$ cat src/rtl/reg_pipe_stage.sv
// One pipeline slot: a valid bit plus a data register. Data only loads when the
// incoming slot is valid, so bubbles never toggle the data flops.
module reg_pipe_stage #(
  parameter int            DW        = 32,
  parameter logic [DW-1:0] RESET_VAL = '0
) (
  input  logic          clk,
  input  logic          rst,
  input  logic          flush_i,
  input  logic          adv_i,
  input  logic          src_v_i,
  input  logic [DW-1:0] src_d_i,
  output logic          v_o,
  output logic [DW-1:0] d_o
);

  logic          v_q, v_d;
  logic [DW-1:0] d_q, d_d;

  always_comb begin
    v_d = v_q;
    d_d = d_q;
    if (flush_i) begin
      v_d = 1'b0;
    end else if (adv_i) begin
      v_d = src_v_i;
      if (src_v_i) d_d = src_d_i;
    end
  end

  always_ff @(posedge clk or negedge rst) begin
    if (!rst) begin
      v_q <= 1'b0;
      d_q <= RESET_VAL;
    end else begin
      v_q <= v_d;
      d_q <= d_d;
    end
  end

  assign v_o = v_q;
  assign d_o = d_q;

endmodule

$ cat src/rtl/reg_pipe_hs.sv
// DEPTH-stage valid/ready register pipeline with selectable bubble-collapsing or
// lockstep stalling, synchronous flush and an occupancy count.
module reg_pipe_hs #(
  parameter int            DW        = 32,
  parameter int            DEPTH     = 2,
  parameter logic [DW-1:0] RESET_VAL = '0,
  parameter bit            COLLAPSE  = 1'b1,
  parameter string         REG_NAME  = "reg_pipe_hs"
) (
  input  logic                       clk,
  input  logic                       rst,
  input  logic                       flush,
  input  logic                       in_valid,
  output logic                       in_ready,
  input  logic [DW-1:0]              in_data,
  output logic                       out_valid,
  input  logic                       out_ready,
  output logic [DW-1:0]              out_data,
  output logic [$clog2(DEPTH+1)-1:0] count
);

  localparam int CW = $clog2(DEPTH+1);

  logic [DEPTH-1:0]         v, adv, src_v;
  logic [DEPTH-1:0][DW-1:0] d, src_d;
  logic [CW-1:0]            cnt_d;

  // Tail advances when it is empty or being drained; upstream stages either
  // fill holes independently or follow the tail as one block.
  assign adv[DEPTH-1] = out_ready | ~v[DEPTH-1];

  for (genvar g = 0; g < DEPTH-1; g++) begin : g_adv
    if (COLLAPSE) begin : g_col
      assign adv[g] = ~v[g] | adv[g+1];
    end else begin : g_lck
      assign adv[g] = adv[DEPTH-1];
    end
  end

  for (genvar g = 0; g < DEPTH; g++) begin : g_stg
    if (g == 0) begin : g_head
      assign src_v[g] = in_valid;
      assign src_d[g] = in_data;
    end else begin : g_body
      assign src_v[g] = v[g-1];
      assign src_d[g] = d[g-1];
    end

    reg_pipe_stage #(
      .DW        (DW),
      .RESET_VAL (RESET_VAL)
    ) u_stage (
      .clk     (clk),
      .rst     (rst),
      .flush_i (flush),
      .adv_i   (adv[g]),
      .src_v_i (src_v[g]),
      .src_d_i (src_d[g]),
      .v_o     (v[g]),
      .d_o     (d[g])
    );
  end

  always_comb begin
    cnt_d = '0;
    for (int i = 0; i < DEPTH; i++) cnt_d = cnt_d + CW'(v[i]);
  end

  assign in_ready  = adv[0] & ~flush;
  assign out_valid = v[DEPTH-1] & ~flush;
  assign out_data  = d[DEPTH-1];
  assign count     = cnt_d;

`ifndef SYNTHESIS
  // Simulation-only X checks on the control inputs once out of reset.
  always @(posedge clk) begin
    if (rst) begin
      assert (!$isunknown(in_valid))  else $error("%s: X on in_valid", REG_NAME);
      assert (!$isunknown(out_ready)) else $error("%s: X on out_ready", REG_NAME);
      assert (!$isunknown(flush))     else $error("%s: X on flush", REG_NAME);
    end
  end
`endif

endmodule

$ cat config.mk
export PLATFORM = sky130hd
export DESIGN_NAME = reg_pipe_hs
export DESIGN_NICKNAME = d
export VERILOG_FILES = /design/src/rtl/reg_pipe_stage.sv /design/src/rtl/reg_pipe_hs.sv
export SDC_FILE = /design/constraint.sdc
export NUM_CORES = 1
export LEC_CHECK = 0
export CORE_ASPECT_RATIO = 0.8
export CORE_MARGIN = 2
export CORE_UTILIZATION = 48
export DETAILED_ROUTE_END_ITERATION = 10
export PLACE_DENSITY = 0.79
export SLEW_MARGIN = 30
export SYNTH_ARGS = -nofsm -noshare
export SYNTH_HDL_FRONTEND = slang
export SYNTH_SLANG_ARGS = --single-unit
$ cat constraint.sdc
create_clock -name clk -period 1.9 [get_ports clk]
set_input_delay 0.285 -clock clk [delete_from_list [all_inputs] [get_ports clk]]
set_output_delay 0.285 -clock clk [all_outputs]
set_load 0.01 [all_outputs]
==> results.md, run 1 <==
* Via count at 1474
* Clk_skew at 0.00475 ns
* HPWL Detailed at 3280 um
* Port Buffer Count at about 70
* Setup crit end kind: primary output
* H-tree depth reported by CTS at 3
* Critical Path AT at between 1 and 1.5 ns
* Vias in the first global route at 1590
* CTS Sinks at 66
* Commonest non-fill, non-tap cell in the layout: clkdlybuf4s50_1
* Mean Syn Cell Area at 15.8 um2
* #FFs+latches synth at 66
* Max Fclk at ~560 MHz
* Max incr delay on CP at 0.54 ns
* Register area share after synthesis at 58.0%
* Synth warn at 0
* Clk_lat worst skew at 0.33 ns
* CP cell instances: clkdlybuf4s50_1 > buf_4 > nor2b_1 > clkdlybuf4s50_1
* Nets at 271
* Total iterations of the first detailed-routing run at 4
* DR DRC count at 0
* Leading area contributor after synthesis: dfrtp_1
* Die extent in x at 90.1 um
* WHS at about 0.5 ns
* CP dominant cell by count: clkdlybuf4s50_1
* # setup viols final at 0
* Via-to-Cell Ratio at 4.62
* # IOs at 73
* Total power at around 4.2 mW
* Pleak at 1.68 nW
* Hold Crit Class: primary input to async pin
* GP Congestion at roughly 0.7
* Pwr dens at about 1100 mW/mm2
* Crit-path max FO at 5
* First-pass GRT wire length at 7940 um
* Diodes inserted at 0
* GRT Total Usage at 16.1%
* Least-Margin Pin Slew at around 0.34 ns
* Largest net degree at the start of global routing at 67
* Clock transition at path regs at about 0.07 ns
* Status: finished, final reports clean
* Synth Cell Area at 0.00285 mm2
* Headroom to the max-slew limit at 77.5%
* Max VDD drop at 0.000486 V
* Number of DRC markers in iteration 0 at 30
* Most frequent cells in the layout: 69 x clkdlybuf4s50_1, 66 x dfrtp_1, 34 x mux2_2
* Cell internal pwr at approximately 3.1 mW
* Post-CTS Setup Inserts at 0
* Final wirelength at 4720 um
* Startpoint types: primary input
* CTS Buf Count at 9
* Hold Fails Final Rpt at 0
* Syn-to-layout area delta at 28.9%
* Initial antenna violation count at 0
* Share of cells above drive strength 1 at ~37%
* Grt ovf at 0
* CTS max path bufs at 2
* Psw at between 1 and 1.5 mW
* Post-Syn Nets at 218
* Final period util at 93.4%
* Synth top area share at 58.0%
* Cells after Synth at 180
* Crit-path slowest cell: clkdlybuf4s50_1
* Max-cap violations at 0
* Reg power frac at 45.7%
* CTS tree: done
* Tmin final at 1.77 ns
* Initial Util at 49.0%
* Final TNS setup at 0 ns
* Slew Viols, Final at 0
* Final core utilization at a little over three fifths
* Ranking of synthesized cells by area: dfrtp_1 58%, mux2_4 16%, mux2_2 13%
* Critical path class: primary input to primary output
* Core outline area at 0.00582 mm2
* Die H at 72.9 um
* Avg WL per Cell at 14.8 um
* Number of distinct library cells after synthesis at 15
* Sw Share at 24.4%
* Clock Power Share at roughly 28%
* Row cnt at 25
* Die area at 0.00657 mm2
* Routed Antenna Nets at 0
* Worst endpoint required time at 1.62 ns
* Combinational share of power at roughly a quarter
* RSZ-0062 raised after global routing: no
* Root Buffer: clkbuf_8
cell families after synthesis:
group,synth area share (%)
mux,29.2
flops,58.0
compound gates,0.176
simple gates,1.71
fa+ha+maj,0.439
buf+inv,10.5
sequential cells by signal, summed over array words and instances (netlist names):
register,count
g_stg.u_stage.v_o,2
g_stg.u_stage.d_o,64
worst paths after layout:
kind / from / cells past startpoint / slack (ns) / end
setup / recovery: flush / 4 / 0.13 / out_valid
setup reg to reg: g_stg[0].u_stage.v_o / 4 / 0.13 / g_stg[0].u_stage.d_o[2]
hold / removal: rst / 3 / 0.51 / g_stg[1].u_stage.d_o[6]
min in group clk: g_stg[1].u_stage.d_o[21] / 1 / 0.51 / g_stg[1].u_stage.d_o[21]
hold reg to reg: g_stg[1].u_stage.d_o[21] / 1 / 0.51 / g_stg[1].u_stage.d_o[21]
max in group asynchronous: rst / 3 / 1.12 / g_stg[0].u_stage.d_o[28]
per-layer routing:
metal  global-route usage, %  up-vias  routed length, um
li1                        -      689                  -
met5                       0        -                  0
met1                    21.4      724               2200
met2                    23.6       56               2150
met3                    6.92        5                326
met4                    6.15        0                 40
stage by stage:
step,area (um2),std cells,setup slack [ns]
3_3_place_gp,3460,302,-0.164
3_5_place_dp,3460,302,-0.202
6_report,3670,319,0.125
4_1_cts,3670,319,0.0248
2_1_floorplan,2850,180,0.272
5_1_grt,3670,319,0.0784
synthesized netlist by cell type (all sizes together):
library cell  instances
nand3b                1
inv                   1
or3b                  1
nor2                  3
ha                    1
a21oi                 1
and3b                 1
dfrtp                66
buf                  39
mux2                 64
nand2b                1
nor2b                 1
what timing repair did:
action	in CTS	in global routing
gates resized for setup	1	1
hold endpoints to repair	66	0
endpoints found under the setup margin	1	1
pin swaps	0	0
hold buffers	1	0
cell type report:
type / count / area, um2
clock buffers: 12 / 155
well taps: 81 / 101
fillers: 461 / 2140
clock inverters: 4 / 50.0
inverters: 1 / 3.75
multi-input cells: 74 / 900
repair buffers: 81 / 812
flip-flops and latches: 66 / 1650
power groups by stage:
stage	clock network [mW]	registers (mW)	logic, mW
finish	1.18	1.90	1.08
global route	1.30	1.94	1.15
CTS	1.23	1.90	1.09
detailed placement	0	1.92	1.09
global placement	0	1.90	1.06
floorplan	0	1.86	0.808
critical path, delay by kind of cell:
family / cells / cell delay [ns]
and+or+nand+nor: 1 / 0.10
buffers and inverters: 3 / 1.10
Power figures use the tool's default switching activity.
==> inputs of run 2 (changes only) <==
- CORE_UTILIZATION: 48 -> 44
- PLACE_DENSITY: 0.79 -> 0.76
- clock period: 1.9 -> 1.5 ns (I/O delays scaled with it)
==> run 2 against run 1 <==
Effect of this change: the run now ends with setup timing left; clock-buffer cell count unchanged; utilization decreased by 4.7 points; routed wire length increased by 0.55%; clock power increased by 19%; via count about the same; critical path type is now register to register; largest cell class unchanged; largest power group unchanged.
==> results.md, run 2 (synthesis results as in run 1) <==
* Status: finished, violations left
* Violated checks: setup timing
* GRT Total Usage at between 10 and 15%
* CP cell instances: and3b_1 > or3b_4 > buf_12 > mux2_4
* Clock Power Share at about 27%
* RSZ-0062 raised after global routing: yes
* Via count at 1475
* Combinational share of power at 26.3%
* Die area at between 0.007 and 0.008 mm2
* Routed Antenna Nets at 0
* Least-Margin Pin Slew at 0.347 ns
* CTS Buf Count at 9
* Filler instances at 503
* # IOs at 73
* CTS tree: done
* Final wirelength at 4740 um
* WHS at around 0.44 ns
* Crit-path max FO at 19
* Max VDD drop at 0.000578 V
* Row cnt at 26
* Critical path class: register to register
* Final period util at 109%
* Syn-to-layout area delta at 29.6%
* Startpoint types: register
* Total iterations of the first detailed-routing run at 3
* Hold Fails Final Rpt at 0
* Share of cells above drive strength 1 at approximately 38%
* HPWL Detailed at 3090 um
* Post-route setup slack at -0.130 ns
* Final TNS setup at -3.46 ns
* Core outline area at approximately 0.0063 mm2
* Grt ovf at 0
* Max-cap violations at 0
* CTS Sinks at 66
* Commonest non-fill, non-tap cell in the layout: dfrtp_1
* Via-to-Cell Ratio at 4.60
* Pwr dens at between 1000 and 1500 mW/mm2
* # setup viols final at 32
* H-tree depth reported by CTS at 3
* Headroom to the max-slew limit at 76.8%
* Crit-path slowest cell: or3b_4
* Largest net degree at the start of global routing at 67
* Setup crit end kind: register
* Hold Crit Class: primary input to async pin
* Cell internal pwr at 3.90 mW
* Max incr delay on CP at approximately 0.42 ns
* Most frequent cells in the layout: 66 x dfrtp_1, 58 x clkdlybuf4s50_1, 34 x mux2_2
* Nets at between 200 and 300
* Psw at ~1.2 mW
* Sw Share at 24.1%
* Reg power frac at 46.4%
* R2R cell count at 4
* GP Congestion at ~0.7
* Clk_skew at 0.00559 ns
* Port Buffer Count at 72
* DR DRC count at 0
* Root Buffer: clkbuf_8
* Avg WL per Cell at roughly 15 um
* Clock transition at path regs at 0.06 ns
* Max Fclk at 613 MHz
* Vias in the first global route at about 1500
* Pleak at ~1.8 nW
* Number of DRC markers in iteration 0 at 24
* Clk_lat worst skew at 0.33 ns
* First-pass GRT wire length at 7700 um
* Critical Path AT at ~1.8 ns
* Diodes inserted at 0
* Initial antenna violation count at 0
* Worst endpoint required time at 1.71 ns
* Final core utilization at 58.5%
* CTS max path bufs at 2
* Die extent in x at 94.0 um
* Slew Viols, Final at 0
* Initial Util at 45.1%
* Die H at 76.0 um
* Tmin final at 1.63 ns
* Number of flip-flops under the largest register name at 64
* Post-CTS Setup Inserts at 0
==> run 2: cell type report <==
type	instances	area (um2)	area share, %
flip-flops and latches	66	1650	44.7
multi-input cells	74	902	24.4
repair buffers	81	843	22.8
clock buffers	12	145	3.93
well taps	84	105	2.85
clock inverters	3	40.0	1.08
inverters	1	3.75	0.102
==> run 2: final timing paths <==
path	start	end	slack, ns
worst max-delay path	g_stg[1].u_stage.v_o	g_stg[0].u_stage.d_o[3]	-0.13
worst min-delay path	rst	g_stg[0].u_stage.d_o[2]	0.44
worst max register to register	g_stg[1].u_stage.v_o	g_stg[0].u_stage.d_o[3]	-0.13
worst min register to register	g_stg[1].u_stage.d_o[1]	g_stg[1].u_stage.d_o[1]	0.50
max in group asynchronous	rst	g_stg[1].u_stage.d_o[17]	0.78
min in group clk	g_stg[1].u_stage.d_o[1]	g_stg[1].u_stage.d_o[1]	0.50
==> run 2: routing by layer <==
| metal | global-route usage [%] | vias up | wire length [um] |
|---|---|---|---|
| li1 | - | 689 | - |
| met1 | 18.5 | 725 | 2060 |
| met2 | 21.1 | 51 | 2250 |
| met3 | 6.92 | 10 | 326 |
| met4 | 6.23 | 0 | 111 |
| met5 | 0 | - | 0 |
==> run 2: what timing repair did <==
item / 4_1_cts / 5_1_grt
gates resized for setup: 13 / 11
endpoints found under the hold margin: 66 / 0
pin swaps: 0 / 0
setup endpoints to repair: 36 / 44
hold buffers: 1 / 0
gates cloned: 0 / 0
==> run 2: critical path: cells and delay by family (launching register included) <==
kind | cells | cell delay (ns)
DFF | 1 | 0.39
buffers and inverters | 1 | 0.19
and+or+nand+nor | 2 | 0.63
muxes | 1 | 0.31
==> run 2: stage by stage <==
step	setup slack [ns]	area, um2	total power, mW	cells
after floorplan	-0.121	2870	3.38	180
after global placement	-0.500	3490	3.77	305
after detailed placement	-0.530	3490	3.81	305
after CTS	-0.110	3670	5.25	321
after global routing	-0.169	3690	5.41	321
final	-0.130	3690	5.14	321
==> run 2: power groups by stage <==
stage	Sequential (mW)	Clock [mW]	Combinational, mW
final	2.38	1.40	1.35
after global routing	2.44	1.53	1.43
after CTS	2.40	1.46	1.39
after detailed placement	2.42	0	1.39
after global placement	2.41	0	1.36
after floorplan	2.35	0	1.03
==> variant 1 (config.mk and constraints of run 2) <==
`DW` is set to 32 in 2 places; all go to 40.
--- a/src/rtl/reg_pipe_stage.sv
+++ b/src/rtl/reg_pipe_stage.sv
@@ -3,3 +3,3 @@
 module reg_pipe_stage #(
-  parameter int            DW        = 32,
+  parameter int            DW        = 40,
   parameter logic [DW-1:0] RESET_VAL = '0
--- a/src/rtl/reg_pipe_hs.sv
+++ b/src/rtl/reg_pipe_hs.sv
@@ -3,3 +3,3 @@
 module reg_pipe_hs #(
-  parameter int            DW        = 32,
+  parameter int            DW        = 40,
   parameter int            DEPTH     = 2,
Ports: changed (resized in_data and out_data); port bits go from 73 to 89. No check against the original RTL was run, so the function may have changed too.
==> variant 1 against run 2 <==
- the flow still finishes with violations (negative setup slack)
- global-route usage rose by 0.38 points
- final cell count rose by 24%
- first-iteration DRC count fell by 25%
- worst setup slack improved by 0.012 ns
- wire length rose by 26%
- synthesized area rose by 19%
- highest routed layer unchanged
- power rose by 15%
- fmax rose by 0.73%
- count of clock-buffer cells in the layout fell by 2
- sequential power rose by 24%
- final area rose by 22%
- sequential cell count rose by 16
==> variant 1: results (changes against run 2) <==
| Metric | Value |
|---|---|
| Status | `finished with violations` |
| Failing checks | `negative setup slack` |
| Synth area leaders | `dfrtp_1 (60%), mux2_2 (26%), buf_4 (8.8%)` |
| Post-synthesis sequential area ratio | `60.4% (+2.4 points)` |
| Setup violations, final | `40 (+25%)` |
| Commonest cells post-synth | `dfrtp_1 (82), mux2_2 (77), buf_4 (40), buf_2 (4), buf_6 (4)` |
| Synth Area per Inst | `15.4 sq um (-2.8%)` |
| DP HPWL | `4150 microns (+35%)` |
| Nets | `333 (+23%)` |
| Distinct cells, synth | `15 (unchanged)` |
| Layout cells sized above 1 | `39.7% (+1.8 points)` |
| Clock Tree Buf Depth | `2 (unchanged)` |
| Largest net degree at the start of global routing | `40 (-40%)` |
| Skew final | `0.00775 ns (+0.00215 ns)` |
| Clk_lat worst skew | `0.34 ns` |
| Largest fanout on the critical path | `14 (-5)` |
| Antenna violations before repair | `0 (unchanged)` |
| Ys Warns | `0 (unchanged)` |
| Cell internal pwr | `4.37 mW (+12%)` |
| Async set-reset flop share out of synthesis | `100% (unchanged)` |
| FILL cells | `580 (+15%)` |
| Post-synth EDFFs | `0 (unchanged)` |
| GPL Wtd Cong | `0.686 (-0.72%)` |
| Clk slew on worst S/H paths | `0.08 ns (+0.02 ns)` |
| Inserted Diodes | `0 (unchanged)` |
| Post-route setup TNS | `-3.44 ns (+0.0223 ns)` |
| Synth top area share | `60.4% (+2.4 points)` |
| Max reg flops | `80 (+25%)` |
| IO buf count | `88 (+22%)` |
| Leakage Power | `2.21 nW (+25%)` |
| Vias | `1855 (+26%)` |
| Relative slew slack | `65.1% (-12 points)` |
| DP Worst Slack | `-0.422 ns (+0.108 ns)` |
| Crit path DAT | `1.85 ns` |
| Worst vdd ir | `0.732 mV (+27%)` |
| Root Driver | `clkbuf_8` |
| Min-delay worst type | `in -> async` |
| Worst Slack Setup Final | `-0.118 ns (+0.0119 ns)` |
| Drt wl/cell | `15.0 microns (+1.7%)` |
| Overall Global Routing Usage | `14.9% (+0.38 points)` |
| TritonRoute pass-1 iters | `2 (-1)` |
| Dpl cell area | `4160 sq um (+19%)` |
| Dpl cells | `377 (+24%)` |
| H-tree levels | `3 (unchanged)` |
| Seq cells post-synth | `82 (+24%)` |
| Finished Core Util | `60.8% (+2.4 points)` |
| Syn_nets | `267 (+22%)` |
| Total CTS buffers | `9 (unchanged)` |
| First-pass GRT wire length | `9240 microns (+20%)` |
| DRT iter0 DRCs | `18 (-25%)` |
| Drt total wl | `5960 microns (+26%)` |
[variant 1: critical path: stages (launching register included)]
cell     delay [ns]
dfrtp_1        0.38
and3b_2        0.25
nor3b_4        0.24
buf_4          0.16
buf_12         0.14
mux2_2         0.34
[variant 1: cell families after synthesis]
family                     share of synthesized area (%)
DFF                                                 60.4
muxes                                               26.5
buffers and inverters                               10.9
and+or+nand+nor                                     1.73
AOI/OAI and AO/OA                                  0.147
adders and majority gates                          0.368
[variant 1: worst paths after layout]
check	endpoint	slack, ns	start	cells past startpoint
min	g_stg[0].u_stage.d_o[31]	0.40	rst	2
min reg2reg	g_stg[0].u_stage.d_o[4]	0.48	g_stg[0].u_stage.d_o[4]	1
max	g_stg[0].u_stage.d_o[2]	-0.12	g_stg[0].u_stage.v_o	5
max in group asynchronous	g_stg[1].u_stage.d_o[13]	0.58	rst	3
max reg2reg	g_stg[0].u_stage.d_o[2]	-0.12	g_stg[0].u_stage.v_o	5
min in group clk	g_stg[0].u_stage.d_o[4]	0.47	in_data[4]	2
[variant 1: final cells by class]
type / instances / share of cell area, %
Clock buffer: 10 / 3.05
Clock inverter: 6 / 0.886
Tap cell: 105 / 2.91
Sequential cell: 82 / 45.4
Multi-Input combinational cell: 90 / 23.2
Timing Repair Buffer: 103 / 24.5
Inverter: 1 / 0.0831
[variant 1: power groups by stage]
| stage | Sequential [mW] | Combinational (mW) | Clock, mW |
|---|---|---|---|
| final | 2.95 | 1.58 | 1.40 |
| after global routing | 3.03 | 1.70 | 1.56 |
| after CTS | 2.96 | 1.59 | 1.47 |
| after detailed placement | 3.01 | 1.64 | 0 |
| after global placement | 2.99 | 1.59 | 0 |
| after floorplan | 2.92 | 1.17 | 0 |
[variant 1: per-layer routing]
metal	part of all wire (%)	up-vias	wire (microns)	global-route usage, %
li1	-	851	-	-
met1	45	935	2690	18.4
met2	47	60	2820	24.5
met3	6.2	9	368	5.30
met4	1.4	0	85	5.20
met5	0	-	0	0
[variant 1: repair_timing]
action,4_1_cts,5_1_grt
hold buffers,1,0
hold endpoints to repair,36,0
buffers inserted,0,2
pin swaps,0,0
gates cloned,0,1
endpoints found under the setup margin,53,68
gates resized for setup,24,55
==> variant 2 (config.mk and constraints of run 2) <==
Without the edit above. Put a register stage on the output `count`. The value now appears one clock later. The other outputs are not delayed to match.
--- a/src/rtl/reg_pipe_hs.sv
+++ b/src/rtl/reg_pipe_hs.sv
@@ -71,3 +71,5 @@
   assign out_data  = d[DEPTH-1];
-  assign count     = cnt_d;
+  always_ff @(posedge clk) begin
+    count <= cnt_d;
+  end
 
Check against the original RTL: not equivalent (a bounded check fails within 4 cycles, from zero or initial values and one cycle with rst low).
==> variant 2 against run 2 <==
- the run still ends with negative setup slack left
- power fell by 1.7%
- sequential cell count rose by 2
- wire length fell by 0.19%
- utilization rose by 0.27 points
- synthesized cell count rose by 1.1%
- synthesized area rose by 1.4%
- sequential power rose by 3%
- final area rose by 1.5%
- worst setup slack improved by 0.0045 ns
- critical path type unchanged
- largest cell class unchanged
- highest routed layer unchanged
==> variant 2: results (changes against run 2) <==
| Metric | Value |
|---|---|
| Status | `finished with violations` |
| Failing checks | `negative setup slack` |
| P_comb | `1.35 mW (about the same)` |
| Synth area leaders | `dfrtp_1 (57%), mux2_4 (16%), mux2_2 (13%)` |
| Reg2reg path depth | `4 (unchanged)` |
| Skew final | `0.00711 ns (+0.00151 ns)` |
| Layout cells sized above 1 | `37.6% (-0.37 points)` |
| Clock power frac | `24.9% (-2.4 points)` |
| Root Driver | `clkbuf_8` |
| Syn_nets | `220 (+0.92%)` |
| Distinct cells, synth | `16 (+1)` |
| Worst hold margin | `0.426 ns (-0.0154 ns)` |
| Largest fanout on the critical path | `16 (-3)` |
| Post-synthesis sequential area ratio | `58.6% (+0.58 points)` |
| Clk_lat worst skew | `0.33 ns (about the same)` |
| TritonRoute pass-1 iters | `3 (unchanged)` |
| DP HPWL | `3130 microns (+1.5%)` |
| Slew @ Worst Pin | `0.352 ns (+0.00437 ns)` |
| Ys Warns | `0 (unchanged)` |
| P_sw | `1.25 mW (+0.89%)` |
| Type of the worst setup path | `reg -> reg` |
| M1 GR Usage | `19.8% (+1.3 points)` |
| Worst vdd ir | `0.479 mV (-17%)` |
| CP endpoint | `g_stg[0].u_stage.d_o[18]` |
| Post-route setup TNS | `-3.79 ns (-0.334 ns)` |
| Clk slew on worst S/H paths | `0.06 ns (about the same)` |
| Leakage Power | `1.82 nW (+2.5%)` |
| Met2 GRT Util | `20.9% (-0.21 points)` |
| Met3 Track Usage GR | `6.43% (-0.49 points)` |
| FF-to-FF Start | `g_stg[1].u_stage.v_o` |
| Worst Slack Setup Final | `-0.126 ns (+0.00451 ns)` |
| FILL cells | `535 (+6.4%)` |
| Antenna violations before repair | `0 (unchanged)` |
| Vias in the first global route | `1559 (+0.78%)` |
| Overall Global Routing Usage | `14.6% (+0.059 points)` |
| Nets | `275 (+1.5%)` |
| Reg2reg end | `g_stg[0].u_stage.d_o[18]` |
| Inserted Diodes | `0 (unchanged)` |
| Via/cell ratio | `4.58 (-0.40%)` |
| Largest net degree at the start of global routing | `67 (unchanged)` |
| Commonest cells post-synth | `dfrtp_1 (66), mux2_2 (34), buf_4 (32), mux2_4 (30), buf_2 (4)` |
| R2R Setup Slk | `-0.13 ns` |
| Setup violations, final | `32 (unchanged)` |
| Min-delay worst type | `in -> async` |
| Drt wl/cell | `14.5 microns (-1.7%)` |
| DRT iter0 DRCs | `38 (+58%)` |
| IO buf count | `72 (unchanged)` |
| GPL Wtd Cong | `0.728 (+5.3%)` |
| H-tree levels | `3 (unchanged)` |
| Total CTS buffers | `9 (unchanged)` |
| Async set-reset flop share out of synthesis | `97.1% (-2.9 points)` |
| First-pass GRT wire length | `7800 microns (+1.3%)` |
| Clock Tree Buf Depth | `2 (unchanged)` |
| Crit path DAT | `1.84 ns (about the same)` |
[variant 2: layer usage]
metal | vias to the layer above | wire, microns
met2 | 49 | 2070
met3 | 6 | 299
li1 | 698 | -
met4 | 0 | 68
met5 | - | 0
met1 | 739 | 2290
[variant 2: metrics by stage]
stage | cells | setup WS (ns) | total power [mW] | area, sq um | util [%]
2_1_floorplan | 182 | -0.121 | 3.44 | 2910 | -
3_3_place_gp | 308 | -0.495 | 3.83 | 3520 | 55.2
5_1_grt | 326 | -0.169 | 5.36 | 3750 | 58.8
6_report | 326 | -0.126 | 5.05 | 3750 | 58.8
4_1_cts | 326 | -0.131 | 5.17 | 3720 | 58.4
3_5_place_dp | 308 | -0.552 | 3.87 | 3520 | 55.2
[variant 2: what timing repair did]
| action | 4_1_cts | 5_1_grt |
|---|---|---|
| gates resized for setup | 9 | 13 |
| setup endpoints to repair | 34 | 46 |
| hold buffers | 1 | 0 |
| endpoints found under the hold margin | 66 | 0 |
| buffers inserted | 0 | 0 |
| cloned | 1 | 0 |
[variant 2: cells by family after synthesis]
kind of cell | Yosys count | share of synthesized area, %
buffers and inverters | 40 | 10.3
adder cells (fa/ha/maj) | 1 | 0.433
flip-flops | 68 | 58.6
AND/OR/NAND/NOR | 8 | 1.69
AO/OA/AOI/OAI | 1 | 0.173
multiplexers | 64 | 28.8
[variant 2: layout make-up]
| class | count | share of cell area, % |
|---|---|---|
| flip-flops and latches | 68 | 45.2 |
| multi-input cells | 74 | 24.1 |
| repair buffers | 83 | 23.4 |
| clock buffers | 14 | 4.07 |
| well taps | 84 | 2.81 |
| clock inverters | 2 | 0.267 |
| inverters | 1 | 0.100 |
[variant 2: worst max-delay path, cell delays in order, from the launching register on]
cell and delay (ns):
dfrtp_1 0.39, and3b_1 0.21, or3b_4 0.43, buf_12 0.18, mux2_4 0.30
